==> config.mk <==
export PLATFORM = sky130hd
export DESIGN_NAME = sdram_wbuf_64b
export DESIGN_NICKNAME = d
export VERILOG_FILES = /design/src/rtl/sdram_wbuf_64b.sv
export SDC_FILE = /design/constraint.sdc
export NUM_CORES = 1
export LEC_CHECK = 0
export CAP_MARGIN = 15
export CORE_MARGIN = 2
export CORE_UTILIZATION = 35
export DETAILED_ROUTE_END_ITERATION = 8
export GPL_TIMING_DRIVEN = 0
export PLACE_DENSITY = 0.49
export REMOVE_ABC_BUFFERS = 1
export SYNTH_ARGS = -nofsm -noshare
export SYNTH_HDL_FRONTEND = slang
export SYNTH_SLANG_ARGS = --single-unit
==> constraint.sdc <==
create_clock -name clk -period 14.29 [get_ports clk]
set_clock_uncertainty 0.15 [all_clocks]
set_input_delay 1.429 -clock clk [delete_from_list [all_inputs] [get_ports clk]]
set_output_delay 1.429 -clock clk [all_outputs]
set_load 0.05 [all_outputs]
==> src/rtl/sdram_wbuf_64b.sv <==
// Per-bank 64-bit write-data staging FIFO with a two-stage fetch pipeline to the SDRAM data path.
// Optional sticky error detection is built when SDRAM_WBUF_ERR_EN is defined.
module sdram_wbuf_64b #(
    parameter int unsigned DEPTH_LOG2 = 3,
    parameter int unsigned BURST_LOG2 = 1
) (
    input  logic                  clk,
    input  logic                  rst_n,
    input  logic                  host_valid,
    output logic                  host_ready,
    input  logic [63:0]           host_data,
    input  logic [7:0]            host_bena,
    output logic                  burst_rdy,
    output logic [DEPTH_LOG2:0]   level,
    input  logic                  data_fetch,
    output logic [63:0]           wr_data,
    output logic [7:0]            wr_bena,
    output logic                  wr_err
);

    localparam int unsigned         DEPTH = 1 << DEPTH_LOG2;
    localparam logic [DEPTH_LOG2:0] FULL  = (DEPTH_LOG2 + 1)'(DEPTH);
    localparam logic [DEPTH_LOG2:0] BURST = (DEPTH_LOG2 + 1)'(1 << BURST_LOG2);
    localparam logic [DEPTH_LOG2:0] ONE   = (DEPTH_LOG2 + 1)'(1);

    logic [71:0]         mem [DEPTH];
    logic [DEPTH_LOG2:0] wr_ptr_q, rd_ptr_q, level_q;
    logic                push, pop;
    logic                p1_valid_q;
    logic [71:0]         p1_word_q;

    assign host_ready = (level_q != FULL);
    assign burst_rdy  = (level_q >= BURST);
    assign level      = level_q;
    assign push       = host_valid & host_ready;
    assign pop        = data_fetch & (level_q != '0);

    // Storage carries no reset; contents are discarded by clearing the pointers.
    always_ff @(posedge clk) begin
        if (push) begin
            mem[wr_ptr_q[DEPTH_LOG2-1:0]] <= {host_bena, host_data};
        end
    end

    always_ff @(posedge clk or negedge rst_n) begin
        if (!rst_n) begin
            wr_ptr_q <= '0;
            rd_ptr_q <= '0;
            level_q  <= '0;
        end else begin
            if (push) begin
                wr_ptr_q <= wr_ptr_q + ONE;
            end
            if (pop) begin
                rd_ptr_q <= rd_ptr_q + ONE;
            end
            if (push && !pop) begin
                level_q <= level_q + ONE;
            end else if (pop && !push) begin
                level_q <= level_q - ONE;
            end
        end
    end

    // p1 holds the read word, p2 drives the data path; idle cycles must be all-zero
    // because the banks are ORed together downstream.
    always_ff @(posedge clk or negedge rst_n) begin
        if (!rst_n) begin
            p1_valid_q <= 1'b0;
            p1_word_q  <= '0;
            wr_data    <= '0;
            wr_bena    <= '0;
        end else begin
            p1_valid_q <= pop;
            if (pop) begin
                p1_word_q <= mem[rd_ptr_q[DEPTH_LOG2-1:0]];
            end
            if (p1_valid_q) begin
                wr_data <= p1_word_q[63:0];
                wr_bena <= p1_word_q[71:64];
            end else begin
                wr_data <= '0;
                wr_bena <= '0;
            end
        end
    end

`ifdef SDRAM_WBUF_ERR_EN
    logic wr_err_q;

    always_ff @(posedge clk or negedge rst_n) begin
        if (!rst_n) begin
            wr_err_q <= 1'b0;
        end else if ((data_fetch && level_q == '0) || (host_valid && !host_ready)) begin
            wr_err_q <= 1'b1;
        end
    end

    assign wr_err = wr_err_q;
`else
    assign wr_err = 1'b0;
`endif

endmodule

After elaboration in Yosys (flattened, before gate mapping) --
Memory sizes are Yosys's and may differ from the RTL's. A register that Yosys moved wholly into a read port is not among the register bits. Index checks and enable logic that the tools add are counted.
Operators by class: add/subtract/negate cells 4, magnitude comparators 1, equality and inequality tests 1, muxes and demuxes 6, bitwise operators 2, reduce and logical (&&, ||, !) cells 7
Operators with widths (number):
- $mux W64 | 1
- $add A4 B1 Y4 const B | 3
- $mux W4 | 2
- $mux W8 | 1
- $ge A4 B2 Y1 const B | 1
- $ne A4 B4 Y1 const B | 1
- $reduce_bool A4 Y1 | 1
- $sub A4 B1 Y4 const B | 1
- $logic_not A1 Y1 | 3
- $and A1 B1 Y1 | 2
- $logic_and A1 B1 Y1 | 2
- $mux W1 | 2
- $reduce_bool A2 Y1 | 1
Word-level totals: register bits after elaboration 85, memory bits (writable) 576, bits of input ports 76, output and inout port bits 79, logic and storage cells 28, memories kept 1
Memory list:
- mem | depth 8, width 72, rd ports 1, clocked after memory_dff 1, wr ports 1, RTL line 26 | logic [71:0] mem [DEPTH];

Depth between registers and ports, before layout --
Gate-level depths: netlist of run 1.
depth in word-level cells 6, mapped depth 11, gate-level depth less buffers 11

Worst setup path before layout of run 1 --
OpenSTA, ideal clock, no wires.
path type input-to-reg, from input port host_valid, to memory mem[0][0] (enable), library setup time 679 ps, arrival 8357 ps, data required time 13461 ps, slack 5104 ps, stages 2, buffers on the path 0, path through nand2_1 > nor4_1
On the way: longest elaborated chain between the ends 3
RTL lines:
- from (decl) | RTL line 9 | input logic host_valid,
- $and A1 B1 Y1 | RTL line 35 | assign push = host_valid & host_ready;
- $mux W1 | RTL line 40 | if (push) begin
- $mux W1 (not written as such) | RTL line 41 | mem[wr_ptr_q[DEPTH_LOG2-1:0]] <= {host_bena, host_data};
- to (decl) | RTL line 26
No other way between the ends.

Worst setup path after layout of run 1 --
from register level_q[1], in the netlist level[1], to output port burst_rdy
On the way: longest elaborated chain between the ends 1
RTL lines:
- from (decl) | RTL line 27 | logic [DEPTH_LOG2:0] wr_ptr_q, rd_ptr_q, level_q;
- from (signal assigned) | RTL line 58 | level_q <= level_q + ONE;
- from (signal assigned) | RTL line 60 | level_q <= level_q - ONE;
- $ge A4 B2 Y1 | RTL line 33 | assign burst_rdy = (level_q >= BURST);
- to (decl) | RTL line 13 | output logic burst_rdy,
No other way between the ends.

==> results of run 1 <==
==> cell families (layout without fill, tap and decap cells) <==
group / count (synthesis) / count (layout) / synth area share, %
AO/OA/AOI/OAI: 223 / 223 / 5.78
XOR/XNOR: 6 / 6 / 0.191
adder cells (fa/ha/maj): 6 / 6 / 0.301
buffers and inverters: 91 / 391 / 2.21
flip-flops: 731 / 731 / 77.1
multiplexers: 291 / 291 / 11.3
other: 1 / 3 / 0.0137
AND/OR/NAND/NOR: 175 / 175 / 3.16
==> synthesized netlist by cell type (14+ instances only) <==
master    number  area [µm²]
mux2_2       146        1640
a22oi_1       52         390
buf_4         14         105
nand2_1       85         319
o21ai_0       47         235
clkbuf_1      37         139
o21ai_1       27         135
o22ai_1       20         125
and2_1        72         450
a221o_1       20         200
mux2i_1      145        1450
o221ai_1      52         455
edfxtp_1     576       17300
buf_6         15         169
dfrtp_1      155        3880
==> final timing paths <==
kind | start | end | slack, ns | cells after the start
worst min register to register | p1_word_q[4] | p1_word_q[4] | 0.32 | 2
max in group asynchronous | rst_n | p1_word_q[37] | 12.38 | 2
worst max-delay path | level[1] | burst_rdy | 10.51 | 2
worst min-delay path | p1_word_q[4] | p1_word_q[4] | 0.32 | 2
min in group asynchronous | rst_n | wr_data[63] | 0.66 | 1
worst max register to register | level[0] | mem[4][34] | 11.13 | 11
==> layout make-up <==
type | count | area (µm²)
antenna | 2 | 5.00
multi-input combinational | 702 | 5770
fill | 6916 | 43900
inverter | 3 | 11.3
clock buffer | 120 | 2310
clock inverter | 29 | 309
timing repair buffer | 239 | 2850
tap | 1040 | 1300
sequential | 731 | 21200
==> registers in the layout, indices dropped and copies added (netlist names) <==
name,flops
mem,576
p1_word_q,72
wr_data,64
wr_bena,8
level,4
rd_ptr_q,3
wr_ptr_q,3
p1_valid_q,1
==> layer usage <==
layer | GRT usage (%) | up-vias | share of wire, %
met5 | 0 | - | 0.14
met4 | 3.93 | 14 | 1.5
met1 | 21.0 | 7267 | 45
met2 | 26.3 | 242 | 49
met3 | 3.30 | 92 | 4.4
li1 | - | 6395 | -
==> tightest hold or removal path, cell delays in order (launching register included) <==
cell and delay, ns:
dfrtp_1 0.33, nand2_1 0.04, o21ai_0 0.05
==> power groups by stage <==
stage | combinational [µW] | sequential (µW) | clock (µW)
floorplan | 1240 | 3310 | 0
global placement | 2270 | 3220 | 0
detailed placement | 2230 | 2950 | 0
CTS | 2230 | 2910 | 2100
global route | 2350 | 2940 | 2180
finish | 2170 | 2900 | 2040
==> stage by stage <==
step	TNS, ns	cell area (µm²)	setup slack (ns)	cells	util (%)
3_5_place_dp	0	31100	9.94	2715	40.1
4_1_cts	0	33700	10.46	2864	43.5
5_1_grt	0	33700	10.41	2864	43.5
2_1_floorplan	0	26900	5.10	1436	-
6_report	0	33700	10.51	2866	43.5
3_3_place_gp	-362.88	29700	-4.39	2629	38.3
==> cells in the final DEF, fill, tap and decap left out, drive strengths merged, types with 52 or more instances in the layout <==
cell and instances:
clkbuf 120, mux2i 145, o221ai 52, buf 87
o21ai 75, nand2 85, clkdlybuf4s50 152, and2 72
dfrtp 155, edfxtp 576, mux2 146, a22oi 52
==> impl_metrics.toml, run 1 <==
[clock_tree]
inserted_clock_buffers = 80
worst_skew_pair.late_latency_ns = 0.61
cts.path.max_buffers = 3
clk_pin_slew_ns = 0.06
numClockSinks = 731
cts_repair_resize_count = 0
postCtsSetupBuffers = 0
cts_htree_levels = 3
tritoncts = "built"
cts.root.buffer_cell = "clkbuf_16"
hold_buffers = 0

[route]
firstDrtPassIters = 5
detail_route.iter0.violations = 831
routed_via_density = 4.89
routed_wirelength_um = 63700
route.vias.total = 14000
route.detailed.drc = 0
postRouteAntennaNets = 0
routed_wire_length_per_instance_um = 22.2

[yosys]
ys.warnings.count = 0
synth.yosys.seq_area_share_pct = 77.1
syn-instance-count = 1524
netlist-cell-type-count = 37
synth-seq-cells = 731
synth_async_sr_flop_share_pct = 21.2
synthesis.area_per_instance_um2 = 18.0
synth-edff-count = 576
synthFlopType = "edfxtp_1"
synth.cell_area_um2 = 27500

[global_route]
gr-total-overflow = 0
grt_util_all_layers_pct = 15.8
grt_max_degree = 85
antenna_found_initial = 7
grt_pass1_wl_um = 95200
grt_pass1_vias = 14600

[worst_setup_path]
cp_top_delay_family = "buffers and inverters"
critical_path.max_stage_delay_ns = 0.71
worstPathCellList = "or3_4 -> clkdlybuf4s50_1"
critPathBufInv = 1
slowest_stage = "clkdlybuf4s50_1"
endpoint_kind = "output port"
worst-endpoint-arrival_ns = 2.21
path_class = "register to output port"
critical_path_required_ns = 12.71
startpoint_type = "register"
largest_driver_fanout_on_the_critical_path = 6

[floorplanning]
chipWidth_um = 284
floorplan.die_area_um2 = 80700
top_level_ports = 155
coreArea_um2 = 77600
rows = 102
start_util_pct = 35.4
die_h_um = 284

[power]
p_seq_share_pct = 40.8
internal_power_uw = 4870
p_switching_uw = 2250
clock_power_share_pct = 28.7
power-per-cell-area_nw_per_um2 = 211
p_leak_uw = 0.0120
combPwrFrac_pct = 30.5
power.share.switching_pct = 31.6
worst_ir_drop_on_vdd_v = 0.000114
total_power_uw = 7120

[sta]
maxSlewViolCount = 0
slew_headroom_pct = 39.3
period_needed_ns = 3.78
layout_worst_path_cycle_share_pct = 26.5
setup_viol = 0
final_hold_viol_count = 0
rsz_0062_raised_after_global_routing = "false"
hold-worst-slack_ns = 0.317
fmax_mhz = 264
max_slew.worst_pin.slew_ns = 0.905

[finish]
layout-drive-gt1-share_pct = 20.0
area_growth_pct = 22.8
design.final.nets = 1839

[hold_path]
hold_path_class = "register to register"

[placed_design]
globalplace.congestion = 0.664
detailedPlacementHpwl_um = 38300
port_buffers = 153

[outcome]
outcome = "finished clean"

[job]
max_cap_viol_count = 0
Note: power is estimated with default switching activity, not from simulation.
==> run 2: changes to the inputs <==
==> constraint.sdc (replaced) <==
create_clock -name clk -period 3.8 [get_ports clk]
set_clock_uncertainty 0.15 [all_clocks]
set_input_delay 0.38 -clock clk [delete_from_list [all_inputs] [get_ports clk]]
set_output_delay 0.38 -clock clk [all_outputs]
set_load 0.05 [all_outputs]
==> run 2 against run 1 <==
  * Final area barely moved
  * Total power rose to 3.8 times the previous value
  * Non-clock buffer count rose by 1
  * First-iteration DRC count rose by 0.60%
  * Die area did not move
  * Sequential power rose to 3.8 times the previous value
  * Core utilization barely moved
  * Routed wire length barely moved
  * Hold slack got worse by 0.11 ns
  * Critical path type is now register to register
  * Global-route usage did not move
  * Largest cell class unchanged
  * Combinational power rose to 3.8 times the previous value
  * Critical path depth rose by 9
==> impl_metrics.toml, run 2 (synthesis gave the netlist of run 1 again) <==
[outcome]
outcome = "finished clean"

[clock_tree]
worst_skew_pair.late_latency_ns = 0.61
clk_pin_slew_ns = 0.06
numClockSinks = 731
cts.path.max_buffers = 3
inserted_clock_buffers = 80
cts_repair_resize_count = 0
cts_htree_levels = 3
cts.root.buffer_cell = "clkbuf_16"
tritoncts = "built"

[floorplanning]
start_util_pct = 35.4
top_level_ports = 155
coreArea_um2 = 77600
rows = 102
chipWidth_um = 284
floorplan.die_area_um2 = 80700
die_h_um = 284

[route]
routed_wire_length_per_instance_um = 22.2
detail_route.iter0.violations = 836
routed_via_density = 4.88
route.detailed.drc = 0
firstDrtPassIters = 5
routed_wirelength_um = 63700
postRouteAntennaNets = 0
route.vias.total = 14000

[worst_setup_path]
worst-endpoint-arrival_ns = 3.32
crit_top_cell = "buf_6"
path_class = "register to register"
critical_path_required_ns = 3.95
largest_driver_fanout_on_the_critical_path = 8
critPathBufInv = 6
cp_top_delay_family = "buffers and inverters"
slowest_stage = "dfrtp_1"
startpoint_type = "register"
critical_path.max_stage_delay_ns = 0.52
endpoint_kind = "register"
worstPathCellList = "nor3_1 -> nand2_1 -> nand2_1 -> inv_1 -> nand2_1 -> nor3_2 -> buf_6 -> buf_6 -> buf_6 -> buf_6 -> buf_6"

[finish]
design.final.nets = 1840
layout-drive-gt1-share_pct = 19.9
area_growth_pct = 22.8
largest_reg_flops = 576
final_common_cell = "edfxtp_1"
fillerInstances = 6916
final_cell_utilization_of_the_core_pct = 43.5
commonest_cells_after_routing_fill_and_taps_aside = "edfxtp_1, dfrtp_1, clkdlybuf4s50_1"

[global_route]
grt_util_all_layers_pct = 15.8
grt_pass1_vias = 14600
grt_max_degree = 85
grt_pass1_wl_um = 95200
gr-total-overflow = 0
antenna_found_initial = 7

[sta]
slew_headroom_pct = 38.0
max_slew.worst_pin.slew_ns = 0.924
final_hold_viol_count = 0
maxSlewViolCount = 0
setup_viol = 0
layout_worst_path_cycle_share_pct = 83.3
hold-worst-slack_ns = 0.206
rsz_0062_raised_after_global_routing = "false"
period_needed_ns = 3.17
fmax_mhz = 316

[power]
power-per-cell-area_nw_per_um2 = 793
p_leak_uw = 0.0120
worst_ir_drop_on_vdd_v = 0.000427

[hold_path]
hold_path_class = "input port to asynchronous set/reset pin"

[placed_design]
globalplace.congestion = 0.664
detailedPlacementHpwl_um = 38300
port_buffers = 153

[job]
max_cap_viol_count = 0
## run 2: changes by cell type in the layout (fill, tap and decap cells not counted)
cell / change
dlygate4sd3_1: +1
diode_2: -1
## run 2: report_power, final
part,internal (µW),switching [µW]
clock,4610,3070
sequential,10300,619
combinational,3400,4760
total,18300,8450
## run 2: metrics by stage
stage / cells / instance area [µm²] / setup WS [ns] / power, µW / setup TNS [ns]
CTS: 2865 / 33700 / 0.547 / 27200 / 0
global placement: 2629 / 29700 / -13.83 / 17700 / -6531.85
finish: 2866 / 33700 / 0.634 / 26800 / 0
detailed placement: 2715 / 31100 / 0.497 / 19500 / 0
floorplan: 1436 / 26900 / -5.38 / 15700 / -2107.79
global route: 2865 / 33700 / 0.369 / 28100 / 0
## run 2: timing repair
action | in CTS | in global routing
hold endpoints to repair | 71 | 0
hold buffers | 1 | 0
setup buffers | 0 | 0
## run 2: layer usage
layer	global-route usage, %	share of wire, %	wire length [µm]	vias up
met5	0	0.14	88	-
met4	3.93	1.5	984	14
met3	3.30	4.4	2830	92
met2	26.3	49	31400	242
met1	21.0	45	28500	7248
li1	-	-	-	6396
## run 2: layout make-up
class                   instances  area [µm²]  area share [%]
diodes                          1        2.50         0.00742
clock buffers                 120        2310            6.84
clock inverters                29         309           0.916
inverters                       3        11.3          0.0334
multi-input cells             702        5770            17.1
flip-flops and latches        731       21200            62.8
well taps                    1040        1300            3.86
repair buffers                240        2860            8.46
## run 2: path summary, 6_finish.rpt
path | start | depth (start not counted) | to | slack (ns)
max | level[0] | 11 | mem[4][34] | 0.63
min | rst_n | 2 | wr_data[63] | 0.21
max reg2reg | level[0] | 11 | mem[4][34] | 0.63
min reg2reg | p1_word_q[4] | 2 | p1_word_q[4] | 0.32
max in group asynchronous | rst_n | 3 | p1_word_q[37] | 2.34
min in group clk | p1_word_q[4] | 2 | p1_word_q[4] | 0.32
==> run 3: changes to the inputs <==
--- a/config.mk
+++ b/config.mk
@@ -10,7 +10,7 @@
 export CORE_UTILIZATION = 35
 export DETAILED_ROUTE_END_ITERATION = 8
 export GPL_TIMING_DRIVEN = 0
-export PLACE_DENSITY = 0.49
+export PLACE_DENSITY = 0.51
 export REMOVE_ABC_BUFFERS = 1
 export SYNTH_ARGS = -nofsm -noshare
 export SYNTH_HDL_FRONTEND = slang
==> constraint.sdc (replaced) <==
create_clock -name clk -period 2.7 [get_ports clk]
set_clock_uncertainty 0.15 [all_clocks]
set_input_delay 0.27 -clock clk [delete_from_list [all_inputs] [get_ports clk]]
set_output_delay 0.27 -clock clk [all_outputs]
set_load 0.05 [all_outputs]
==> run 3 against run 2 <==
  * The flow now finishes with violations (negative setup slack)
  * Combinational power increased by 42%
  * Die area unchanged
  * Critical path type unchanged
  * Final area increased by 0.53%
  * Clock power increased by 41%
  * Core utilization increased by 0.23 points
  * Total power increased by 41%
  * Setup slack got worse by 0.64 ns
  * Largest power group unchanged
  * Hold slack got worse by 0.11 ns
  * Sequential cell count unchanged
==> impl_metrics.toml, run 3 (synthesis gave the netlist of run 1 again) <==
[finish]
largest_reg_flops = 576
area_growth_pct = 23.5
design.final.nets = 1857
layout-drive-gt1-share_pct = 21.1
diodes = 0
fillerInstances = 6919
final_common_cell = "edfxtp_1"
commonest_cells_after_routing_fill_and_taps_aside = "edfxtp_1, clkdlybuf4s50_1, dfrtp_1"
final_cell_count_no_fill = 2882

[floorplanning]
chipWidth_um = 284
die_h_um = 284
floorplan.die_area_um2 = 80700
top_level_ports = 155
start_util_pct = 35.4
coreArea_um2 = 77600
rows = 102

[clock_tree]
worst_skew_pair.late_latency_ns = 0.61
clk_pin_slew_ns = 0.06
inserted_clock_buffers = 81
cts.root.buffer_cell = "clkbuf_16"
tritoncts = "built"
numClockSinks = 731
cts_htree_levels = 3
cts.path.max_buffers = 3

[power]
p_switching_uw = 11900
power.share.switching_pct = 31.5
clock_power_share_pct = 28.6
p_seq_share_pct = 40.8
power-per-cell-area_nw_per_um2 = 1110
total_power_uw = 37700
worst_ir_drop_on_vdd_v = 0.000545
combPwrFrac_pct = 30.6
internal_power_uw = 25900
p_leak_uw = 0.0121

[worst_setup_path]
worst-endpoint-arrival_ns = 3.03
worstPathCellList = "or3_4 -> o21ai_4 -> buf_12 -> ha_2 -> inv_2 -> ha_1 -> a21o_1 -> a2111oi_2 -> o31ai_1"
critical_path_required_ns = 3.03
path_class = "register to register"
endpoint_kind = "register"
slack_of_the_worst_reg_to_reg_path_ns = -0.002
largest_driver_fanout_on_the_critical_path = 5
critPathBufInv = 2
cp_top_delay_family = "compound AO/OA/AOI/OAI gates"
critical_path.max_stage_delay_ns = 0.42
startpoint_type = "register"
slowest_stage = "dfrtp_2"

[route]
postRouteAntennaNets = 0
route.detailed.drc = 0
detail_route.iter0.violations = 718
route.vias.total = 13900
routed_via_density = 4.84
firstDrtPassIters = 5
routed_wire_length_per_instance_um = 21.7
routed_wirelength_um = 62600

[hold_path]
hold_path_class = "input port to asynchronous set/reset pin"

[global_route]
antenna_found_initial = 4
grt_util_all_layers_pct = 15.6
grt_pass1_vias = 15100
grt_pass1_wl_um = 95200
gr-total-overflow = 0
grt_max_degree = 88

[outcome]
violated_checks = "negative setup slack"
outcome = "finished, violations left"

[sta]
rsz_0062_raised_after_global_routing = "true"
final_hold_viol_count = 0
slew_headroom_pct = 53.8
period_needed_ns = 2.70
hold-worst-slack_ns = 0.0934
setup_slack_ns = -0.00245
setup_viol = 1
fmax_mhz = 370
maxSlewViolCount = 0
max_slew.worst_pin.slew_ns = 0.692
layout_worst_path_cycle_share_pct = 100
setup_tns_ns = -0.00245

[placed_design]
dpl.cell_count = 2712
detailedPlacementHpwl_um = 37600
globalplace.congestion = 0.658
port_buffers = 153
detailedPlace.worstSlack_ns = -0.547

[job]
max_cap_viol_count = 0
run 3: cell types whose count changed in the layout (fill, tap and decap cells not counted), sizes merged:
cell	delta
bufinv	-1
clkinv	+1
bufbuf	+1
clkbuf	+1
dlymetal6s2s	+1
buf	+15
clkdlybuf4s50	-1
diode	-1
run 3: worst paths after layout:
kind | depth (start not counted) | from | endpoint
min in group clk | 1 | host_data[13] | mem[7][13]
worst min register to register | 2 | p1_word_q[40] | p1_word_q[40]
worst max-delay path | 9 | level[1] | level[3]
worst min-delay path | 2 | rst_n | p1_word_q[64]
max in group asynchronous | 3 | rst_n | p1_word_q[8]
worst max register to register | 9 | level[1] | level[3]
run 3: layer usage:
layer / routed length, µm / vias up / part of all wire (%) / GRT usage, %
li1: - / 6438 / - / -
met1: 28300 / 7198 / 45 / 20.8
met2: 30900 / 212 / 49 / 26.4
met3: 2280 / 88 / 3.6 / 2.87
met4: 1050 / 8 / 1.7 / 4.16
met5: 50 / - / 0.080 / 0
run 3: worst reg2reg max path, delay by kind of cell, from the launching register on:
kind	cells	cell delay, ns
buffers and inverters	2	0.20
DFF	1	0.42
adders and majority gates	2	0.49
and+or+nand+nor	1	0.42
AOI/OAI and AO/OA	4	0.91
run 3: power groups by stage:
stage | Clock [µW] | Sequential (µW) | Combinational (µW)
finish | 10800 | 15400 | 11600
global route | 11600 | 15600 | 12500
CTS | 11100 | 15400 | 11800
detailed placement | 0 | 15700 | 11600
global placement | 0 | 15900 | 7440
floorplan | 0 | 17100 | 4390
run 3: cell type report:
type                    count  area, µm²  area share (%)
multi-input cells         702       5810            17.1
flip-flops and latches    731      21200            62.5
inverters                   3       11.3          0.0332
clock buffers             121       2350            6.93
well taps                1040       1300            3.84
repair buffers            256       2980            8.78
clock inverters            29        280           0.826
run 3: stage by stage:
stage | util, % | area, µm²
global route | 43.7 | 33900
detailed placement | 40.0 | 31100
floorplan | - | 26900
global placement | 38.3 | 29700
CTS | 43.6 | 33900
finish | 43.7 | 33900
run 3: timing repair:
action	CTS	global route
resized for setup	12	2
gates cloned	1	0
pin swaps	6	1
hold buffers	1	0
setup buffers	12	6
hold endpoints to repair	68	0
endpoints found under the setup margin	326	19
